File: src/rtl/pwm_ramp_ctrl.sv
// Four-channel PWM duty sequencer: ramps each channel's duty toward a written
// target, changing num only on period_start step events.
module pwm_ramp_ctrl #(
  parameter int unsigned DUTY_W = 8,
  parameter int unsigned DIV_W  = 8
) (
  input  logic                  clk,
  input  logic                  rst,
  input  logic                  period_start,
  input  logic                  enable,
  input  logic [DIV_W-1:0]      ramp_div,
  input  logic                  cfg_valid,
  output logic                  cfg_ready,
  input  logic [1:0]            cfg_ch,
  input  logic [DUTY_W-1:0]     cfg_target,
  input  logic [DUTY_W-1:0]     cfg_step,
  output logic [4*DUTY_W-1:0]   num,
  output logic [3:0]            busy,
  output logic [3:0]            done
);

  localparam int unsigned NCH = 4;

  typedef enum logic {IDLE, RAMP} state_t;

  state_t            state     [NCH];
  state_t            state_nxt [NCH];
  logic [DUTY_W-1:0] cur       [NCH];
  logic [DUTY_W-1:0] cur_nxt   [NCH];
  logic [DUTY_W-1:0] tgt       [NCH];
  logic [DUTY_W-1:0] stp       [NCH];
  logic [NCH-1:0]    done_nxt;
  logic [DIV_W-1:0]  div_cnt;
  logic [DIV_W-1:0]  div_cnt_nxt;
  logic              step_evt_c;
  logic              cfg_fire_c;

  assign cfg_fire_c = cfg_valid && cfg_ready;

  // One step toward the target, clamped so it never overshoots or wraps.
  function automatic logic [DUTY_W-1:0] step_toward(
    input logic [DUTY_W-1:0] c,
    input logic [DUTY_W-1:0] t,
    input logic [DUTY_W-1:0] s
  );
    logic [DUTY_W:0]   sum;
    logic [DUTY_W-1:0] gap;
    sum = {1'b0, c} + {1'b0, s};
    gap = c - t;
    if (s == '0 || c == t) begin
      return t;
    end
    if (c < t) begin
      return (sum >= {1'b0, t}) ? t : sum[DUTY_W-1:0];
    end
    return (gap <= s) ? t : DUTY_W'(c - s);
  endfunction

  // Ramp-rate divider; >= keeps a lowered ramp_div from stalling the count.
  always_comb begin
    step_evt_c  = 1'b0;
    div_cnt_nxt = div_cnt;
    if (period_start && enable) begin
      if (div_cnt >= ramp_div) begin
        step_evt_c  = 1'b1;
        div_cnt_nxt = '0;
      end else begin
        div_cnt_nxt = div_cnt + DIV_W'(1);
      end
    end
  end

  // Per-channel next state; a retarget onto the current duty exits quietly.
  always_comb begin
    done_nxt = '0;
    for (int i = 0; i < NCH; i++) begin
      state_nxt[i] = state[i];
      cur_nxt[i]   = cur[i];
      case (state[i])
        IDLE: begin
          if (tgt[i] != cur[i]) begin
            state_nxt[i] = RAMP;
          end
        end
        RAMP: begin
          if (tgt[i] == cur[i]) begin
            state_nxt[i] = IDLE;
          end else if (step_evt_c) begin
            cur_nxt[i] = step_toward(cur[i], tgt[i], stp[i]);
            if (cur_nxt[i] == tgt[i]) begin
              state_nxt[i] = IDLE;
              done_nxt[i]  = 1'b1;
            end
          end
        end
        default: state_nxt[i] = IDLE;
      endcase
    end
  end

  always_ff @(posedge clk) begin
    if (rst) begin
      cfg_ready <= 1'b0;
      div_cnt   <= '0;
      done      <= '0;
      for (int i = 0; i < NCH; i++) begin
        state[i] <= IDLE;
        cur[i]   <= '0;
        tgt[i]   <= '0;
        stp[i]   <= '0;
      end
    end else begin
      cfg_ready <= 1'b1;
      div_cnt   <= div_cnt_nxt;
      done      <= done_nxt;
      for (int i = 0; i < NCH; i++) begin
        state[i] <= state_nxt[i];
        cur[i]   <= cur_nxt[i];
      end
      if (cfg_fire_c) begin
        tgt[cfg_ch] <= cfg_target;
        stp[cfg_ch] <= cfg_step;
      end
    end
  end

  // Outputs straight from flops.
  for (genvar g = 0; g < NCH; g++) begin : g_out
    assign num[g*DUTY_W +: DUTY_W] = cur[g];
    assign busy[g]                 = (state[g] == RAMP);
  end

endmodule

File: config.mk
export PLATFORM = sky130hd
export DESIGN_NAME = pwm_ramp_ctrl
export DESIGN_NICKNAME = d
export VERILOG_FILES = /design/src/rtl/pwm_ramp_ctrl.sv
export SDC_FILE = /design/constraint.sdc
export NUM_CORES = 1
export LEC_CHECK = 0
export ABC_AREA = 1
export CAP_MARGIN = 30
export CELL_PAD_IN_SITES_DETAIL_PLACEMENT = 2
export CELL_PAD_IN_SITES_GLOBAL_PLACEMENT = 2
export CORE_AREA = 2 2 191 193
export CTS_CLUSTER_DIAMETER = 40
export CTS_CLUSTER_SIZE = 8
export DETAILED_ROUTE_END_ITERATION = 10
export DIE_AREA = 0 0 193 195
export HOLD_SLACK_MARGIN = 0.08
export PLACE_DENSITY_LB_ADDON = 0.1
export SLEW_MARGIN = 5
export SYNTH_ARGS = -nofsm -noshare
export SYNTH_HDL_FRONTEND = slang
export SYNTH_SLANG_ARGS = --single-unit
File: constraint.sdc
create_clock -name clk -period 4.5 [get_ports clk]
set_input_delay 0.9 -clock clk [delete_from_list [all_inputs] [get_ports clk]]
set_output_delay 0.9 -clock clk [all_outputs]
set_load 0.01 [all_outputs]
---- Word-level counts from Yosys, hierarchy flattened ----
Memory sizes are Yosys's and may differ from the RTL's.
Cells that the tools add are included.
W data, S select, Z words.
word-level totals
  bits in registers ....................... 13
  bits in writable memories ............... 100
  bits of input ports ..................... 31
  output and inout port bits .............. 41
  memories ................................ 4
operators by class
  add/sub/neg operators ................... 13
  $lt $le $gt $ge ......................... 13
  eq/ne operators ......................... 16
  multiplexer cells ....................... 131
  bitwise gates (word level) .............. 13
  reduce and logical (&&, ||, !) cells .... 16
memories
  memory  depth  bits a word  rd ports  clocked after Yosys merged registers in  wr ports  line  text
  cur     4      8            4         0                                        4         28    logic [DUTY_W-1:0] cur [NCH];
  stp     4      8            4         0                                        4         31    logic [DUTY_W-1:0] stp [NCH];
  tgt     4      8            4         0                                        4         30    logic [DUTY_W-1:0] tgt [NCH];
  state   4      1            4         0                                        4         26    state_t state [NCH];
operators with widths
  kind                   count
  $mux W8                55
  $eq A8 B8 Y1           12
  $mux W1                70
  $sub A8 B8 Y8          8
  $add A8 B8 Y9          4
  $ge A9 B8 Y1           4
  $le A8 B8 Y1           4
  $logic_not A8 Y1       4
  $lt A8 B8 Y1           4
  $ne A8 B8 Y1           4
  $reduce_or A4 Y1       4
  $reduce_or A8 Y1       2
  $add A8 B1 Y8 const B  1
  $ge A8 B8 Y1           1
  $or A1 B1 Y1           8
  $pmux W1 S2            4
  $not A1 Y1             5
  $logic_or A1 B1 Y1     4
  $mux W2                2
  $logic_and A1 B1 Y1    2

---- Depth between registers and ports, before layout ----
  word-level depth ........................ 21
  gate-level depth with buffers ........... 30

---- Worst setup path after synthesis ----
Ideal clock, no wire load.
  kind .................................... register -> register
  from .................................... memory tgt[2][2]
  to ...................................... memory state[2] (netlist bit)
  library setup time ...................... 0.111 ns
  arrival ................................. 3.329 ns
  path slack .............................. 1.059 ns
  stages on the path, launching flop included .. 26
  path buffers ............................ 0
  cells stage by stage .................... edfxtp_1 -> inv_1 -> ha_1 -> nand2_1 -> o21ai_0 -> a21oi_1 -> o21ai_0 -> nand2_1 -> nand2_1 -> a21oi_1 -> xor2_1 -> ha_1 -> nand2_1 -> nor2_1 -> nand4_1 -> nand2_1 -> inv_1 -> nand2_1 -> nand3_1 -> and2_1 -> nand3_1 -> nand3_1 -> nor2_1 -> nand3_1 -> nor2_1 -> nor2_1
RTL lines
  item                line
  start: declaration  30
  end: declaration    26

==> flow_metrics.py <==
metrics = {
    "clock_tree": {
        "tritoncts": "done",
        "clk_transition_reported_paths_ps": 70,
        "clkSinkCount": 113,
        "worst_skew_pair.late_latency_ps": 440,
        "maximum_level_of_the_cts_h_tree": 4,
        "tritoncts.num_buffers": 17,
        "clock_tree.buffer_depth": 2,
        "clk_root_buffer_cell": "sky130_fd_sc_hd__clkbuf_16",
    },
    "critical_path": {
        "arrival_ps": 4590,
        "regToRegStartpoint": "cur[0][1]",
        "worst-r2r-cell-count": 23,
        "worstSetupPathType": "flip-flop to flip-flop",
        "endpoint_kind": "flip-flop",
        "worstPathMaxFanout": 9,
        "crit-reg2reg-capture": "state[0]",
        "required_ps": 4820,
        "setup.worst_path.start_class": "flip-flop",
        "setup_slack_of_the_most_critical_reg_to_reg_path_ps": 240,
    },
    "final_layout": {
        "layout-drive-gt1-share": 0.06887,
        "final_instance_area_mm2": 0.01420,
        "multiInputGateArea_mm2": 0.008134,
        "num_antenna_cells": 0,
        "final_core_util": 0.4013,
        "regArea_mm2": 0.002903,
        "n_fill_cell": 4288,
        "number_of_nets_at_the_end_of_the_flow": 2068,
        "final-instance-count-excl-fill": 2334,
        "area_growth_syn_to_layout_pct": 15.54,
    },
    "synthesis": {
        "synth-compound-area-share": 0.1128,
        "combinational_family_with_the_most_area_after_synthesis": "simple AND/OR/NAND/NOR gates",
        "muxShareOfSynthArea": 0,
        "ys_types": 52,
        "synthesis.area_mm2": 0.01229,
        "synth_flop_cell": "sky130_fd_sc_hd__edfxtp_1",
        "yosys_synthesis_warning_count": 0,
        "commonest_cells_in_the_synthesized_netlist": "391 x sky130_fd_sc_hd__nand2_1, 277 x sky130_fd_sc_hd__inv_1, 201 x sky130_fd_sc_hd__nand3_1, 188 x sky130_fd_sc_hd__nor2_1, 165 x sky130_fd_sc_hd__ha_1",
        "synth-edff-count": 64,
        "syn-num-nets": 1989,
        "synth-simple-area-share": 0.3216,
        "synth.area.top_cells": "sky130_fd_sc_hd__ha_1 17%, sky130_fd_sc_hd__edfxtp_1 16%, sky130_fd_sc_hd__nand2_1 12%",
        "synthMostInstantiatedCell": "sky130_fd_sc_hd__nand2_1",
        "synth_largest_type_area_fraction": 0.1679,
        "syn-mean-instance-area_um2": 6.902,
        "synth_fa_ha_area_frac": 0.1875,
        "synthCells": 1781,
        "synth.largest_area_cell": "sky130_fd_sc_hd__ha_1",
        "synth.ff_latch_count": 113,
        "async_flop_share": 0,
        "post_synth_xor_area_fraction": 0.03562,
        "yosysSeqAreaShare": 0.2361,
    },
    "global_routing": {
        "grt_antenna_before_repair": 0,
        "grt_pass1_vias": 13740,
        "grt_start_max_net_pins": 34,
        "global_route.usage.total": 0.2692,
        "grt.overflow.total": 0,
        "grt_pass1_wl_um": 77980,
    },
    "placed_design": {
        "place_inst": 2298,
        "hpwlAfterDp_um": 40120,
        "placed_cell_area_mm2": 0.01354,
        "gp_congestion": 0.8933,
        "port_buffers": 71,
    },
    "sta": {
        "achievable-frequency_ghz": 0.2346,
        "clock-skew-final_ps": 21.08,
        "minimum_period_implied_by_the_final_worst_setup_slack_ps": 4262,
        "finalHoldViolations": 0,
        "slew_at_the_pin_with_the_worst_max_slew_slack_ps": 965.7,
        "slew-limit-headroom": 0.3542,
        "fin_crit_sh": 0.9472,
        "setup_violations": 0,
        "finalMaxSlewViolations": 0,
        "fin_tns_setup_ps": 0,
    },
    "hold_path": {
        "min_delay_path_depth": 2,
        "hold_path_startpoint": "div_cnt[0]",
        "worst_hold_path.endpoint": "div_cnt[0]",
        "worst_hold_path_type": "flip-flop to flip-flop",
    },
    "route": {
        "vias": 12540,
        "detail-route-antenna-nets": 0,
        "drt-wirelength-per-cell_um": 21.09,
        "via_per_inst": 5.374,
        "dr.first_iter.drc_count": 544,
        "dr.pass1.iters": 5,
        "totalWireLength_um": 49220,
        "drc_errors": 0,
    },
    "power_and_ir_drop": {
        "p_switching_mw": 1.155,
        "power.share.switching": 0.3367,
        "share_seq_of_total_power": 0.337,
        "vdd_ir_drop_max_mv": 0.3089,
        "p_leak_nw": 7.252,
        "p_total_mw": 3.430,
        "p_int_mw": 2.275,
        "clock_power_share": 0.417,
        "power.share.combinational": 0.246,
        "pwr_density_cell_mw_per_mm2": 241.5,
    },
    "die": {
        "floorplan.initialDensity": 0.3473,
        "placeableCoreArea_mm2": 0.03540,
        "die_area_mm2": 0.03764,
        "die_w_um": 193,
        "io_pins": 72,
        "placementRows": 69,
        "die_height_um": 195,
    },
    "status": {
        "outcome": "complete, no violations",
    },
    "run": {
        "drv_cap": 0,
    },
}
per-stage QoR:
stage	worst slack, ps	hold WS [ps]
floorplan	1059	471.3
global placement	62.47	489.8
CTS	23.02	514.6
finish	237.6	512.0
detailed placement	10.93	506.9
global route	-9.214	569.7
layout by cell type (no fill, tap or decap), drive strengths merged:
master         Yosys  layout
a211oi             1       1
a21boi             3       3
a21o               2       2
a21oi             95      95
a31oi              7       7
and2               6       6
buf               23      22
bufinv             0       3
clkbuf            10      20
clkdlybuf4s50      0      71
clkinv             7      14
clkinvlp           0       2
dfxtp             49      49
edfxtp            64      64
fa                12      12
ha               165     165
inv              293     293
nand2            406     406
nand3            208     208
nand3b             4       4
nand4             49      49
nor2             194     194
nor3              11      11
nor3b              1       1
nor4               2       2
o2111ai            3       3
o211ai            54      54
o21a               5       5
o21ai             47      47
o21bai             4       4
o31a               1       1
o31ai              1       1
or2                4       4
xnor2             14      14
xor2              36      36
worst max-delay path, cell delays in order, from the launching register on:
cell and delay, ps:
sky130_fd_sc_hd__dfxtp_1 610, sky130_fd_sc_hd__inv_1 140, sky130_fd_sc_hd__fa_1 490, sky130_fd_sc_hd__o21ai_1 400, sky130_fd_sc_hd__a31oi_1 160, sky130_fd_sc_hd__xor2_1 180
sky130_fd_sc_hd__ha_1 280, sky130_fd_sc_hd__nand2_1 90, sky130_fd_sc_hd__nor2_2 210, sky130_fd_sc_hd__nand2_1 130, sky130_fd_sc_hd__nand2_4 140, sky130_fd_sc_hd__nand2_2 110
sky130_fd_sc_hd__inv_2 120, sky130_fd_sc_hd__nand2_1 60, sky130_fd_sc_hd__nor2_1 150, sky130_fd_sc_hd__nor2_1 60, sky130_fd_sc_hd__nor2_1 140, sky130_fd_sc_hd__nand2_1 110
sky130_fd_sc_hd__nand3_1 100, sky130_fd_sc_hd__clkinv_1 80, sky130_fd_sc_hd__nor2_2 120, sky130_fd_sc_hd__nand3_2 90, sky130_fd_sc_hd__nor2_1 120, sky130_fd_sc_hd__nor2_1 50
sequential cells by signal, summed over array words and instances, names as in the netlist:
| signal | cells |
|---|---|
| state | 4 |
| div_cnt | 8 |
| cfg_ready | 1 |
| cur | 32 |
| done | 4 |
| tgt | 32 |
| stp | 32 |
repair_timing:
item                                    in CTS  in global routing
pin swaps                                    0                  1
endpoints found under the setup margin       2                 24
hold buffers                                 0                  0
setup buffers                                0                  4
endpoints found under the hold margin        0                  0
resized for setup                            1                 21
worst max-delay path by stage:
stage / depth (start not counted) / from / to
finish: 23 / cur[0][1] / state[0]
global route: 28 / tgt[0][2] / state[0]
CTS: 28 / tgt[0][2] / state[0]
detailed placement: 23 / tgt[1][1] / done[1]
global placement: 23 / tgt[1][1] / done[1]
floorplan: 25 / tgt[2][2] / state[2]
cell type report:
cell class                 instances  share of cell area
inverter                         300             0.07928
multi-input combinational       1335              0.5727
clock buffer                      20             0.03145
sequential                       113              0.2044
tap                              461             0.04061
timing repair buffer              93             0.06166
clock inverter                    12            0.009954
power groups by stage:
stage          sequential, mW  combinational (mW)  clock [mW]
2_1_floorplan            1.16               0.565           0
3_3_place_gp             1.18               0.792           0
3_5_place_dp             1.18               0.829           0
4_1_cts                  1.16               0.838        1.45
5_1_grt                  1.16               0.954        1.48
6_report                 1.16               0.845        1.43
per-layer routing:
layer | vias to the layer above | GRT usage | part of all wire
met5 | - | 0 | 0
met4 | 0 | 0.06425 | 0.020
met3 | 52 | 0.02624 | 0.028
met2 | 193 | 0.4751 | 0.49
met1 | 6259 | 0.3511 | 0.46
li1 | 6038 | - | -
cell families after synthesis:
| family | count (synthesis) |
|---|---|
| AOI/OAI and AO/OA | 223 |
| xor gates and xnor gates | 50 |
| adders and majority gates | 177 |
| buffers and inverters | 333 |
| DFF | 113 |
| and+or+nand+nor | 885 |
No activity file was read; power rests on OpenSTA's default activity.
